--- config.mk ---
export PLATFORM = sky130hd
export DESIGN_NAME = isa_burst_reader
export DESIGN_NICKNAME = d
export VERILOG_FILES = /design/src/rtl/isa_burst_reader.sv
export SDC_FILE = /design/constraint.sdc
export NUM_CORES = 1
export LEC_CHECK = 0
export ABC_AREA = 1
export CAP_MARGIN = 30
export CORE_MARGIN = 2
export CORE_UTILIZATION = 53
export CTS_CLUSTER_SIZE = 25
export DETAILED_ROUTE_END_ITERATION = 10
export PLACE_DENSITY = 0.86
export RECOVER_POWER = 100
export SKIP_LAST_GASP = 1
export SYNTH_ARGS = -nofsm -noshare
export SYNTH_HDL_FRONTEND = slang
export SYNTH_SLANG_ARGS = --single-unit
--- constraint.sdc ---
create_clock -name clk -period 6.8 [get_ports clk]
set_input_delay 2.04 -clock clk [delete_from_list [all_inputs] [get_ports clk]]
set_output_delay 2.04 -clock clk [all_outputs]
set_load 0.005 [all_outputs]
--- src/rtl/isa_burst_reader.sv ---
// Instruction-fetch DDR read engine: turns a cache fill request into one or more
// DDR bursts of at most MAX_BURST beats and streams one instruction per beat back.
module isa_burst_reader #(
  parameter int DDR_ADDR_WIDTH = 28,
  parameter int DDR_DATA_WIDTH = 64,
  parameter int ISA_WIDTH      = 30,
  parameter int MAX_BURST      = 64,
  parameter int ADDR_STEP      = 8
) (
  input  logic                      clk,
  input  logic                      rst,
  input  logic                      isa_read_req,
  input  logic [DDR_ADDR_WIDTH-1:0] isa_read_addr,
  input  logic [9:0]                isa_read_len,
  output logic [ISA_WIDTH-1:0]      instruction_to_cache,
  output logic                      isa_data_valid,
  output logic [9:0]                rd_cnt_isa,
  output logic                      ddr_rdy,
  output logic [3:0]                state_isa_reader,
  input  logic                      ddr_init_done,
  output logic                      rd_burst_req,
  output logic [DDR_ADDR_WIDTH-1:0] rd_burst_addr,
  output logic [9:0]                rd_burst_len,
  input  logic [DDR_DATA_WIDTH-1:0] rd_burst_data,
  input  logic                      rd_burst_data_valid,
  input  logic                      rd_burst_finish
);

  localparam logic [3:0] ST_IDLE  = 4'd1;
  localparam logic [3:0] ST_BURST = 4'd2;
  localparam logic [3:0] ST_GAP   = 4'd3;
  localparam logic [3:0] ST_DONE  = 4'd4;

  localparam logic [9:0]                MAX_LEN = 10'(MAX_BURST);
  localparam logic [DDR_ADDR_WIDTH-1:0] STEP    = DDR_ADDR_WIDTH'(ADDR_STEP);

  logic [3:0]                state_reg, state_next;
  logic [DDR_ADDR_WIDTH-1:0] cur_addr_reg, cur_addr_next;
  logic [9:0]                remaining_reg, remaining_next;
  logic [9:0]                beats_reg;
  logic [9:0]                cnt_reg;
  logic [9:0]                len_next;
  logic                      accept;
  logic                      beat_ok;

  assign state_isa_reader = state_reg;
  assign rd_cnt_isa       = cnt_reg;

  // Upper DDR data bits carry nothing for the instruction path.
  generate
    if (DDR_DATA_WIDTH > ISA_WIDTH) begin : g_unused_data
      logic unused_data_bits;
      assign unused_data_bits = ^rd_burst_data[DDR_DATA_WIDTH-1:ISA_WIDTH];
    end
  endgenerate

  always_comb begin
    state_next     = state_reg;
    cur_addr_next  = cur_addr_reg;
    remaining_next = remaining_reg;
    accept         = 1'b0;
    case (state_reg)
      ST_IDLE: begin
        if (isa_read_req && ddr_init_done) begin
          accept         = 1'b1;
          cur_addr_next  = isa_read_addr;
          remaining_next = isa_read_len;
          state_next     = (isa_read_len == 10'd0) ? ST_DONE : ST_BURST;
        end
      end
      ST_BURST: begin
        if (rd_burst_finish) begin
          remaining_next = remaining_reg - rd_burst_len;
          cur_addr_next  = cur_addr_reg + DDR_ADDR_WIDTH'(rd_burst_len) * STEP;
          state_next     = (remaining_next == 10'd0 || !isa_read_req) ? ST_DONE : ST_GAP;
        end
      end
      ST_GAP:  state_next = isa_read_req ? ST_BURST : ST_DONE;
      ST_DONE: if (!isa_read_req) state_next = ST_IDLE;
      default: state_next = ST_IDLE;
    endcase
  end

  assign len_next = (remaining_next < MAX_LEN) ? remaining_next : MAX_LEN;

  // Overrun beats past the requested burst length are never counted or delivered.
  assign beat_ok = (state_reg == ST_BURST) && rd_burst_data_valid && (beats_reg < rd_burst_len);

  always_ff @(posedge clk or negedge rst) begin
    if (!rst) begin
      state_reg            <= ST_IDLE;
      cur_addr_reg         <= '0;
      remaining_reg        <= '0;
      beats_reg            <= '0;
      cnt_reg              <= '0;
      instruction_to_cache <= '0;
      isa_data_valid       <= 1'b0;
      ddr_rdy              <= 1'b0;
      rd_burst_req         <= 1'b0;
      rd_burst_addr        <= '0;
      rd_burst_len         <= '0;
    end else begin
      state_reg     <= state_next;
      cur_addr_reg  <= cur_addr_next;
      remaining_reg <= remaining_next;
      beats_reg     <= (state_reg == ST_BURST) ? beats_reg + {9'd0, beat_ok} : 10'd0;

      if (accept)
        cnt_reg <= '0;
      else if (beat_ok && cnt_reg != 10'h3FF)
        cnt_reg <= cnt_reg + 10'd1;

      isa_data_valid <= beat_ok;
      if (beat_ok)
        instruction_to_cache <= rd_burst_data[ISA_WIDTH-1:0];

      // Burst address/length are loaded on entry to BURST and stay put through it.
      rd_burst_req <= (state_next == ST_BURST);
      if (state_next == ST_BURST) begin
        rd_burst_addr <= cur_addr_next;
        rd_burst_len  <= len_next;
      end

      ddr_rdy <= (state_next == ST_IDLE) && ddr_init_done;
    end
  end

endmodule
After elaboration in Yosys (flattened, before gate mapping) --
Index checks and enable logic that the tools add are counted.
Operators by class: $add $sub $neg 4, multipliers 0, divide/modulo/power cells 0, $lt $le $gt $ge 2, equal/unequal tests 7, shift-type cells 0, mux-type cells 19, bitwise operators 0, reduce and logical (&&, ||, !) cells 10
Operator list (number):
- two-way mux 10 bit | 6
- two-way mux 28 bit | 2
- case mux 28 bit (2 select lines) | 1
- adder 28 x 13 -> 28 bit | 1
- zero test 10 bit | 2
- case mux 10 bit (2 select lines) | 1
- case mux 4 bit (4 select lines) | 1
- equality test 4 x 2 -> 1 bit (second input constant) | 3
- two-way mux 4 bit | 3
- adder 10 x 1 -> 10 bit | 1
- adder 10 x 1 -> 10 bit (second input constant) | 1
- less-than comparator 10 bit | 1
- less-than comparator 10 x 7 -> 1 bit (second input constant) | 1
- inequality test 10 bit (second input constant) | 1
- subtractor 10 bit | 1
- two-way mux 3 bit | 3
- equality test 4 x 1 -> 1 bit (second input constant) | 2
- logical AND 1 bit | 5
- equality test 4 x 3 -> 1 bit (second input constant) | 1
- two-way mux 1 bit | 2
- nonzero test 2 bit | 1
- zero test 1 bit | 1
- logical OR 1 bit | 1
Word-level totals: register bits after elaboration 133, latch bits 0, RAM bits 0, memory bits (read-only) 0, output and inout bits 85, memories kept 0

Longest topological paths before layout --
Gate-level depths: netlist of run 1.
word-level depth 8, mapped depth 19, depth with buffers taken out 18

Least setup slack after synthesis of run 1 --
Ideal clock, no wire load.
kind input-to-reg, from in rd_burst_data_valid, to reg beats_reg[8], library setup time 123 ps, arrival time 3689 ps, data required time 6677 ps, setup slack 2988 ps, stages 14, buffers on the path 2, cell sequence inv_1 -> nor2_1 -> and3_1 -> clkbuf_2 -> clkbuf_1 -> ha_1 -> ha_1 -> nand2_1 -> nor2_1 -> inv_1 -> nor2_1 -> nand3_1 -> o21ai_0 -> a21oi_1
Between the ends: word-level cells in the longest chain between the ends 4
Ends and longest elaborated chain:
- start, declared | line 25 | input logic rd_burst_data_valid,
- logical AND 1 bit (2 in series) | line 87 | assign beat_ok = (state_reg == ST_BURST) && rd_burst_data_valid && (beats_reg < rd_burst_len);
- named net beat_ok | line 44 | logic beat_ok;
- adder 10 x 1 -> 10 bit | line 106 | beats_reg <= (state_reg == ST_BURST) ? beats_reg + {9'd0, beat_ok} : 10'd0;
- two-way mux 10 bit | line 106
- end signal, assigned | line 106
- end, declared | line 40 | logic [9:0] beats_reg;
The timed path passes the listed nets, and every way through them passes these cells. A chain may end at the register's enable or synchronous reset.

Worst setup path in the final report of run 1 --
from in isa_read_req, to reg rd_burst_len[7]
Between the ends: word-level cells in the longest chain between the ends 6, elaborated cells between the ends (all ways) 14, classes of those cells order compare: 1; eq/ne: 1; mux: 9; reduce/logical: 3
Ends and longest elaborated chain:
- start, declared | line 12 | input logic isa_read_req,
- parallel branches: the longest is 6 deep, another holds less-than comparator 10 x 7 -> 1 bit
- end signal, assigned | line 121 | rd_burst_len <= len_next;
- end, declared | line 23 | output logic [9:0] rd_burst_len,
Several ways; the timed one is not identified.

==> results.txt, run 1 <==
- In this run the remaining antenna-violating nets after routing total 0.
- Leaving out fill and tap cells, the most frequent cells in the layout are 337 x nand2_1, 132 x dfrtp_1, 101 x inv_1, 93 x nand3_1, 87 x dlygate4sd3_1.
- Setup violations remaining at the end of the flow were counted as 0.
* Share of the cycle needed by the critical path after routing: 81.1%
* Wire length of the first global-routing pass: between 30 and 40 mm
- Cell Rows: 43
* Post-placement setup slack: 1730 ps
- Power comes to 3.61 mW.
* WL per Instance: 15.4 µm
- In the synthesized netlist the dominant register cell turns out to be dfrtp_1.
- Counting flops with an async set or reset pin after synthesis yields a share of 100%.
- STA classifies the critical path endpoint as a register.
- Max IR drop VDD: approximately 0.00025 V
- Across the routed clock network, the largest skew measured is 7.56 ps.
- Via density per instance: about 5.4
* Total wire length: around 20 mm
- For the pin with the worst max-slew slack, the measured transition is 2350 ps.
* Clock slew at the register clock pins of the worst setup and hold paths: 50 ps
- For this block, the initial DRC count from the detailed router was approximately 520.
* Antenna violations before repair: 0
* Mean Syn Cell Area: 7.71 µm²
* Sequential-to-total area share from yosys stat: 44.9%
* Placed Area: 0.00909 mm²
- Die Height: approximately 120 µm
- Ports placed on the boundary: a little under 200
- Number of pins exceeding their max-slew limit in the final report: 136
* Total setup buffers inserted after CTS: 0
* Detail Placement HPWL: around 14 mm
- Leading cell type in the layout, fill and taps excluded: nand2_1
* Remaining global-route overflow: 0
- The tool flagged a number of max-cap violations equal to 2.
- Adding up every negative setup slack in the final design gives 0 ps.
- The synthesized design contains 0 enable-type register cells.
- The later pin in the worst-skew pair is clocked with a latency of 420 ps.
* Number of buffers created by CTS: 17
- Kind of start point of the critical path: input port
* Core region area: 0.0138 mm²
- Of all nets on the critical path, the largest fanout is 42.
- Min setup slack post-route: 1290 ps
- The clock passes through at most 2 buffers.
- The congestion estimate from routability-driven global placement came to 0.927.
* Number of antenna diodes: 0
* Worst setup slack for register-to-register paths: 2670 ps
* Count of cell types in the netlist: 49
- Worst path required time: 7100 ps
- Root Buffer: clkbuf_16
- Before antenna repair, the detailed router went through 5 iterations.
- Min-Delay Path Class: register to register
- In this run the tightest slew margin relative to its limit is -56.4%.
* Number of flip-flops under the largest register name: 30
* Number of flip-flops and latches in the synthesized netlist: between 100 and 150
- After the last flow step, the layout net total stands at 1254.
* Setup repair after global routing missed its margin: false
- Synthesis produced a netlist whose cell count is 961.
- Number of clock sinks seen by CTS: approximately 130
* CTS hold repair buffers: 0
* Chip Width: between 100 and 150 µm
* Total number of vias: 7091
- The die covers 0.0149 mm².
* Worst Path Arrival: 5810 ps
* Maximum level of the CTS H-tree: 4
- Mapped cell area: 0.00741 mm²
- In this run the tool buffered the top-level ports with 158 buffer cells.
- The signal on the critical path passes through dlygate4sd3_1 -> nand2_1 -> nor2_4 -> buf_4 -> inv_1 -> o22a_1 -> nand2_1 -> nand2_8 -> inv_1 -> nor2_1.
* Layout area overhead: 31.2%
- For this configuration, the core starts out at a cell density of 53.8%.
- Of the cells placed in the final design, the portion with a size suffix greater than 1 is 4.36%.
- Cell leakage power: between 5 and 6 nW
* Minimum period implied by the final worst setup slack: between 5000 and 6000 ps
* CTS tree: done
- Result of the run: finished with violations
* Pwr Density: roughly 370 mW/mm²
- Worst Hold Margin: between 400 and 500 ps
- The slowest stage of the critical path is the nand2_1 cell.
* Count of cells resized by post-cts repair: 0
- The critical path is of the input port to register type.
- Stage delay of the slowest cell on the critical path: 1100 ps
- Remaining DRCs: 0
- Based on the critical path, the design can be clocked at up to 0.181 GHz.
- The number of endpoints with negative hold slack in the final report came to 0.
- Pin count of the biggest net entering global routing: 98
- With fillers left out, the area of the finished cells amounts to about 0.0097 mm².
* Vias in the first global route: just under 7k
- Overall Global Routing Usage: 27.9%
- Yosys warnings: 0
* Violated checks: max-capacitance violations, max-slew violations
- Synthesized netlist net count: 1103
==> cells in the mapped netlist, types with 6 or more instances <==
library cell / count / share of area (%)
nand2_1: 325 / 16
dfrtp_1: 132 / 45
inv_1: 100 / 5.1
nand3_1: 93 / 6.3
nor2_1: 63 / 3.2
a21oi_1: 34 / 2.3
o21ai_0: 34 / 2.3
ha_1: 32 / 5.4
a22oi_1: 17 / 1.7
nand2_2: 13 / 1.1
clkbuf_1: 11 / 0.56
buf_2: 10 / 0.68
nand4_1: 9 / 0.76
nor3_1: 9 / 0.61
nand3b_1: 6 / 0.61
xor2_1: 6 / 0.71
==> per-layer routing <==
| metal | track usage [%] | up-vias | routed length, µm |
|---|---|---|---|
| met5 | 0 | - | 0 |
| met4 | 11.2 | 0 | 634 |
| li1 | - | 3429 | - |
| met1 | 35.7 | 3353 | 8310 |
| met2 | 45.9 | 255 | 10000 |
| met3 | 6.37 | 54 | 1080 |
==> power breakdown <==
| group | internal [mW] | total (mW) | switching, mW |
|---|---|---|---|
| clock | 0.734 | 1.08 | 0.349 |
| combinational | 0.589 | 1.33 | 0.740 |
| sequential | 1.02 | 1.20 | 0.174 |
| total | 2.35 | 3.61 | 1.26 |
==> path summary, 6_finish.rpt <==
kind / startpoint / end / depth (start not counted)
worst max-delay path: isa_read_req / rd_burst_len[7] / 10
worst min-delay path: rd_burst_addr[11] / rd_burst_addr[11] / 2
worst max register to register: rd_burst_len[9] / beats_reg[8] / 17
worst min register to register: rd_burst_addr[11] / rd_burst_addr[11] / 2
max in group asynchronous: rst / state_isa_reader[0] / 2
min in group asynchronous: rst / instruction_to_cache[8] / 1
==> per-stage QoR <==
step	std cells	utilization [%]
floorplan	961	-
CTS	1305	71.0
finish	1305	70.6
detailed placement	1273	66.0
global placement	1273	66.0
global route	1305	70.6
==> layout make-up <==
| class | instances | area (µm²) |
|---|---|---|
| timing repair buffer | 161 | 1600 |
| tap | 180 | 225 |
| clock buffer | 19 | 443 |
| sequential | 133 | 3330 |
| inverter | 104 | 395 |
| clock inverter | 13 | 251 |
| fill | 1090 | 4050 |
| multi-input combinational | 695 | 3480 |
==> kinds of logic after synthesis <==
logic type,share of synthesized area [%]
AOI/OAI and AO/OA,8.91
xor gates and xnor gates,1.30
adders and majority gates,5.94
buffers and inverters,7.50
DFF,44.9
muxes,0.152
other,0.0506
and+or+nand+nor,31.2
==> critical path, delay by kind of cell <==
kind	cells	cell delay, ps
compound gates	1	270
buf+inv	4	1680
simple gates	5	1790
Power figures use the tool's default switching activity.
==> run 2: changes to the inputs <==
- CORE_UTILIZATION: 53 -> 50
- PLACE_DENSITY: 0.86 -> 0.82
- clock period: 6.8 -> 5.19 ns (I/O delays scaled with it)
==> run 2 against run 1 <==
The run still ends with max-capacitance violations, max-slew violations left. Register-to-register slack got worse by 880 ps. Combinational power increased by 31%. Largest power group unchanged. Sequential share of layout area increased by 0.12 points. Critical endpoint is now rd_burst_len[2].
==> results.txt, run 2 (synthesized netlist as in run 1, its figures left out) <==
- The number of nets in the layout came to 1256 (+0.16%).
* Maximum clock rate: 0.234 GHz
* Total wire length: 20.3 mm (+1.4%)
- The global-route total usage across every layer is 26.6% (-1.3 points).
- Violated checks: max-capacitance violations, max-slew violations
- Clock slew at the register clock pins of the worst setup and hold paths: 60 ps (about the same)
* Global-route met1 utilization: 33.2% (-2.6 points)
- The share of post-route cells with drive strength above 1 came to 4.88% (+0.52 points).
- For hold timing, the worst endpoint is rd_burst_addr[11].
- The flip-flop count of the largest register after layout came to 30 (unchanged).
- Count of cells resized by post-cts repair: 0 (unchanged)
- Leaving out fill and tap cells, the most frequent cell in the layout is nand2_1.
- Setup Crit Path Kind: input port to register
- Cell Rows: 44 (+2.3%)
- The worst hold path stage count is 2 (unchanged).
- The transition time of the tightest slew-check pin was 2430 ps (+88.6 ps).
* Root Buffer: clkbuf_16
- The number of nets with antenna violations after routing was 0 (unchanged).
- Kind of start point of the critical path: input port
- The starting density of the core was 51.0% (-2.8 points).
- The number of design rule violations left after detail routing was 0 (unchanged).
* Via density per instance: 5.37 (-1.2%)
* Filler Cells Inserted: 1192 (+9.4%)
- The number of endpoints with negative hold slack in the final report is 0 (unchanged).
* Setup violators final: 0 (unchanged)
- The flow ran to the end, but the final reports show violations.
- Setup repair after global routing missed its margin: false
- In this run the worst hold path is classified as register to register.
- After global routing, the most crowded layer is met2.
- Remaining global-route overflow: 0 (unchanged)
- Leaving out fill and tap cells, the most frequent cells in the layout are 334 x nand2_1, 132 x dfrtp_1, 100 x inv_1, 93 x nand3_1, 87 x dlygate4sd3_1.
* Number of input and output port buffers inserted: 158 (unchanged)
- Max_cap viols: 1 (-1)
* GP Congestion: 0.912 (-1.6%)
* Maximum root-to-sink buffer count: 2 (unchanged)
* Total setup buffers inserted after CTS: 0 (unchanged)
- The wire length of the first global-routing pass is 34.0 mm (+5.0%).
- Critical Path End Type: register
- The number of detailed-routing iterations run before antenna repair came to 5 (unchanged).
- The maximum level of the CTS H-tree was 4 (unchanged).
- Antenna violations before repair: 0 (unchanged)
- Detail Placement HPWL: 14.4 mm (+2.7%)
- WL per Instance: 15.5 µm (+0.90%)
* CTS hold repair buffers: 0 (unchanged)
* Pwr Density: 475 mW/mm² (+28%)
* Max Fanout on Critical Path: 18 (-57%)
- The area of the die is 0.0158 mm² (+5.8%).
* Pin count of the biggest net entering global routing: 98 (unchanged)
- The chip width was 126 µm (+2.9%).
* Number of buffers created by CTS: 17 (unchanged)
- CTS tree: done
- The met3 demand-to-capacity share in global routing was 4.93% (-1.4 points).
- Compared with the post-synthesis result, the final layout area differs by 30.7%.
- Setup TNS after final layout: 0 ps (unchanged)
* Min setup slack post-route: 922 ps (-365 ps)
- Share of the cycle needed by the critical path after routing: 82.2%
* Launch instance of the worst register-to-register path: state_isa_reader[3]
- Met2 track utilization from global routing: 46.1% (+0.21 points)
- Number of pins exceeding their max-slew limit in the final report: 98 (-28%)
* Core region area: 0.0145 mm² (+5.5%)
* Ports placed on the boundary: 193 (unchanged)
* Iter 0 DRT Violations: 456 (-12%)
- The remaining max-slew budget at the tightest pin is -62.3% (-5.9 points).
- Max IR drop VDD: 0.000294 V (+15%)
* Total number of vias: 7037 (-0.76%)
- The placement-stage worst setup slack is 1040 ps (-691 ps).
- Minimum period implied by the final worst setup slack: 4270 ps
- In this run the critical register-to-register path is captured at rd_burst_len[2].
* Worst Path Arrival: 4630 ps (-1180 ps)
* Cell leakage power: 5.09 nW (-0.27%)
- The number of cells on the worst reg-to-reg path came to 13 (-4).
* Worst setup slack for register-to-register paths: 1790 ps (-880 ps)
- Hold_sp: rd_burst_addr[11]
- Worst path required time: 5550 ps (-1550 ps)
- Number of antenna diodes: 0 (unchanged)
* Vias in the first global route: 6894 (+2.0%)
- The die span in y came to 126 µm (+2.9%).
* Fin Clk Skew: 9.16 ps (+1.60 ps)
- Total Power: 4.60 mW (+28%)
* Source-to-sink clock delay at the later pin of the worst-skew pair: 420 ps (about the same)
* Number of clock sinks seen by CTS: 133 (unchanged)
[run 2: cell types whose count changed in the layout (fill, tap and decap cells not counted), moves of 2 or more]
cell        before  now
bufinv_16        7    4
clkinv_4         1    3
clkinvlp_4       3    0
inv_6            1    5
nand2_1        337  334
nand2_2          3    5
[run 2: report_power, final]
part | internal [mW] | switching, mW
Sequential | 1.34 | 0.228
Clock | 0.810 | 0.486
Combinational | 0.776 | 0.964
Total | 2.93 | 1.68
[run 2: critical path, stage by stage]
cell	delay [ps]
dlygate4sd3_1	610
nand2_1	150
nand3_1	160
nand2_1	450
inv_2	280
nand2_1	390
a21boi_0	280
nand2_1	100
nor2_2	130
nand3_2	190
nor2_1	150
nand3_1	90
nand2_1	80
[run 2: final cells by class]
class / count / area (µm²) / area share (%)
Clock inverter: 14 / 196 / 2.03
Multi-Input combinational cell: 695 / 3500 / 36.1
Clock buffer: 18 / 429 / 4.43
Inverter: 104 / 395 / 4.08
Timing Repair Buffer: 163 / 1610 / 16.6
Tap cell: 184 / 230 / 2.38
Sequential cell: 133 / 3330 / 34.4
[run 2: worst max-delay path by stage]
stage | start | slack (ps) | endpoint | cells after the start
after floorplan | rd_burst_data_valid | 1860 | beats_reg[8] | 14
after global placement | rd_burst_finish | 1070 | rd_burst_len[7] | 10
after detailed placement | rd_burst_finish | 1040 | rd_burst_len[8] | 10
after CTS | rd_burst_finish | 1470 | rd_burst_len[8] | 10
after global routing | isa_read_req | 670 | rd_burst_len[0] | 13
final | isa_read_req | 920 | rd_burst_len[2] | 13
[run 2: through the flow]
stage               utilization, %  instances  area (µm²)  hold WS, ps
detailed placement            62.7       1279        9110          458
global route                  66.7       1311        9690          483
global placement              62.7       1279        9110          452
finish                        66.7       1311        9690          462
CTS                           67.0       1311        9730          472
floorplan                        -        961        7410          439
[run 2: layer usage]
layer / vias up / part of all wire, %
met4: 0 / 2.9
met1: 3336 / 41
li1: 3428 / -
met5: - / 0
met3: 46 / 5.5
met2: 227 / 51
==> patch (flow settings as in run 2) <==
`ISA_WIDTH`: 30 -> 60.
--- a/src/rtl/isa_burst_reader.sv
+++ b/src/rtl/isa_burst_reader.sv
@@ -4,5 +4,5 @@
   parameter int DDR_ADDR_WIDTH = 28,
   parameter int DDR_DATA_WIDTH = 64,
-  parameter int ISA_WIDTH      = 30,
+  parameter int ISA_WIDTH      = 60,
   parameter int MAX_BURST      = 64,
   parameter int ADDR_STEP      = 8
Interface: changed (resized instruction_to_cache); port bits go from 193 to 223. No check against the original RTL was run, so the function may have changed too.
==> patch against run 2 <==
The flow still finishes with violations (capacitance limit, slew limit); setup slack better by 0.20 ns; final area is 17% higher; power is 9.5% higher; routed wire length is 15% higher; sequential cell count is 30 higher; synthesized area is 14% higher; worst hold slack better by 0.0021 ns; sequential power is 20% higher; highest routed layer unchanged.
==> patch: results (changes against run 2) <==
- Outcome: finished with violations (unchanged)
- Violations in the final reports: capacitance limit, slew limit (unchanged)
- Biggest cell delay along the critical path: 0.63 ns (was 0.61 ns)
- Most instantiated cells after synthesis: sky130_fd_sc_hd__nand2_1, sky130_fd_sc_hd__dfrtp_1, sky130_fd_sc_hd__inv_1 (unchanged)
- Syn avg cell area: 7.844 um2 (was 7.712 um2)
- Largest cells by area after synthesis: sky130_fd_sc_hd__dfrtp_1, sky130_fd_sc_hd__nand2_1, sky130_fd_sc_hd__nand3_1 (unchanged)
- Area after DPL: 10790 um2 (was 9106 um2)
- Clk Latency, worst-skew pair: 0.43 ns
- Maximum Capacitance Violations: 1 (unchanged)
- Total routed wirelength: 23360 um (was 20340 um)
- Static leakage: 6.026 nW (was 5.090 nW)
- Maximum operating frequency: 245.7 MHz (was 234.3 MHz)
- Count of routing violations after the opening detailed-route iteration: 451 (was 456)
- Post-synthesis xor/xnor area fraction: 0.007271 (was 0.01300)
- Clk pin slew, worst setup/hold paths: 0.07 ns
- Final net count: 1428 (was 1256)
- First-pass GRT wire length: 37650 um (was 34020 um)
- Met1 routed wirelength after detailed routing: 9501 um (was 8291 um)
- Hold Slack: 0.4642 ns (was 0.4622 ns)
- Post-Synth Adder-Cell Area: 0.05223 (was 0.05943)
- Cell variety after synth: 48 (was 49)
- Mux share of post-synthesis cell area: 0 (was 0.001520)
- CP arrival: 4.43 ns (was 4.63 ns)
- Reg-to-reg slack, setup: 1.97 ns (was 1.79 ns)
- Yosys Warn Count: 0 (unchanged)
- DR WL/cell: 15.38 um (was 15.51 um)
- RD Place Congestion: 0.8995 (was 0.9122)
- Share of the yosys chip area belonging to registers: 0.4839 (was 0.4493)
- Mapped Nets: 1217 (was 1103)
- Largest net degree at the start of global routing: 102 (was 98)
- Number of slew-limit violations in the final report: 100 (was 98)
- Most used flip-flop cell after synthesis: sky130_fd_sc_hd__dfrtp_1 (unchanged)
- Pin slew with the least headroom to its limit: 2.566 ns (was 2.434 ns)
- Final worst clock skew: 0.01516 ns (was 0.009164 ns)
- Hold path startpoint: rd_burst_addr[6] (was rd_burst_addr[11])
- Vias per cell: 5.257 (was 5.368)
- Post_cts resized: 0 (unchanged)
- Launching element of the worst setup path: isa_read_req (unchanged)
- Maximum resistive drop on vdd: 0.0002614 V (was 0.0002937 V)
- DR WL met2: 11240 um (was 10350 um)
- Detailed placement HPWL: 16700 um (was 14380 um)
- Reg-to-reg critical path startpoint: rd_burst_len[0] (was state_isa_reader[3])
- Cell count after placement: 1486 (was 1279)
- Share of cells above drive strength 1: 0.04388 (was 0.04880)
- Wire length on met3: 2117 um (was 1111 um)
- Via count of the first global-routing pass: 7719 (was 6894)
- Uppermost routed layer: met4 (unchanged)
- Share of the synthesized area in compound gates (AO/OA/AOI/OAI): 0.08250 (was 0.08914)
- Number of buffers inserted by port buffering: 218 (was 158)
- Layout filler cell count: 1328 (was 1192)
- Overflow left after global routing: 0 (unchanged)
- Setup WS pre-CTS: 1.082 ns (was 1.036 ns)
- Gr usage total: 0.2649 (was 0.2661)
- Max reg flops: 60 (was 30)
==> patch: cell count changes in the layout (fill, tap and decap cells not counted), sizes merged, moves of 4 or more <==
| cell | delta |
|---|---|
| nand2 | +89 |
| clkdlybuf4s50 | +31 |
| dfrtp | +30 |
| dlygate4sd3 | +29 |
| nor2 | -11 |
| buf | +4 |
| clkinvlp | +4 |
| xnor2 | -4 |
==> patch: layer usage <==
layer	global-route usage	up-vias
met5	0	-
met4	0.09752	0
met3	0.08541	38
met2	0.4373	311
met1	0.3269	3750
li1	-	3886
==> patch: final cells by class <==
type,count,area [um2],area share
Sequential cell,163,4080,0.3593
Multi-Input combinational cell,775,3770,0.3320
Timing Repair Buffer,226,2246,0.1978
Clock buffer,19,442.9,0.03900
Inverter,103,391.6,0.03449
Tap cell,220,275.3,0.02424
Clock inverter,13,150.1,0.01322
==> patch: cell families after synthesis <==
| kind of cell | after synthesis |
|---|---|
| buffers and inverters | 137 |
| adders and majority gates | 34 |
| and+or+nand+nor | 618 |
| AOI/OAI and AO/OA | 115 |
| DFF | 163 |
| other | 1 |
| xor gates and xnor gates | 7 |
==> patch: power by group <==
group | switching (mW) | internal [mW] | total, mW
logic | 1.02 | 0.876 | 1.90
clock network | 0.535 | 0.729 | 1.26
registers | 0.249 | 1.63 | 1.88
==> patch: path summary, 6_finish.rpt <==
check	endpoint	cells after the start
max in group asynchronous	cur_addr_reg[16]	2
hold reg to reg	rd_burst_addr[6]	2
min in group asynchronous	state_isa_reader[3]	1
hold / removal	rd_burst_addr[6]	2
setup reg to reg	rd_burst_len[8]	16
setup / recovery	rd_burst_len[4]	13
==> patch: worst min-delay path: stages (launching register included) <==
cell and delay (ns):
sky130_fd_sc_hd__dfrtp_1 0.33, sky130_fd_sc_hd__nand2_1 0.05, sky130_fd_sc_hd__nand2_1 0.05
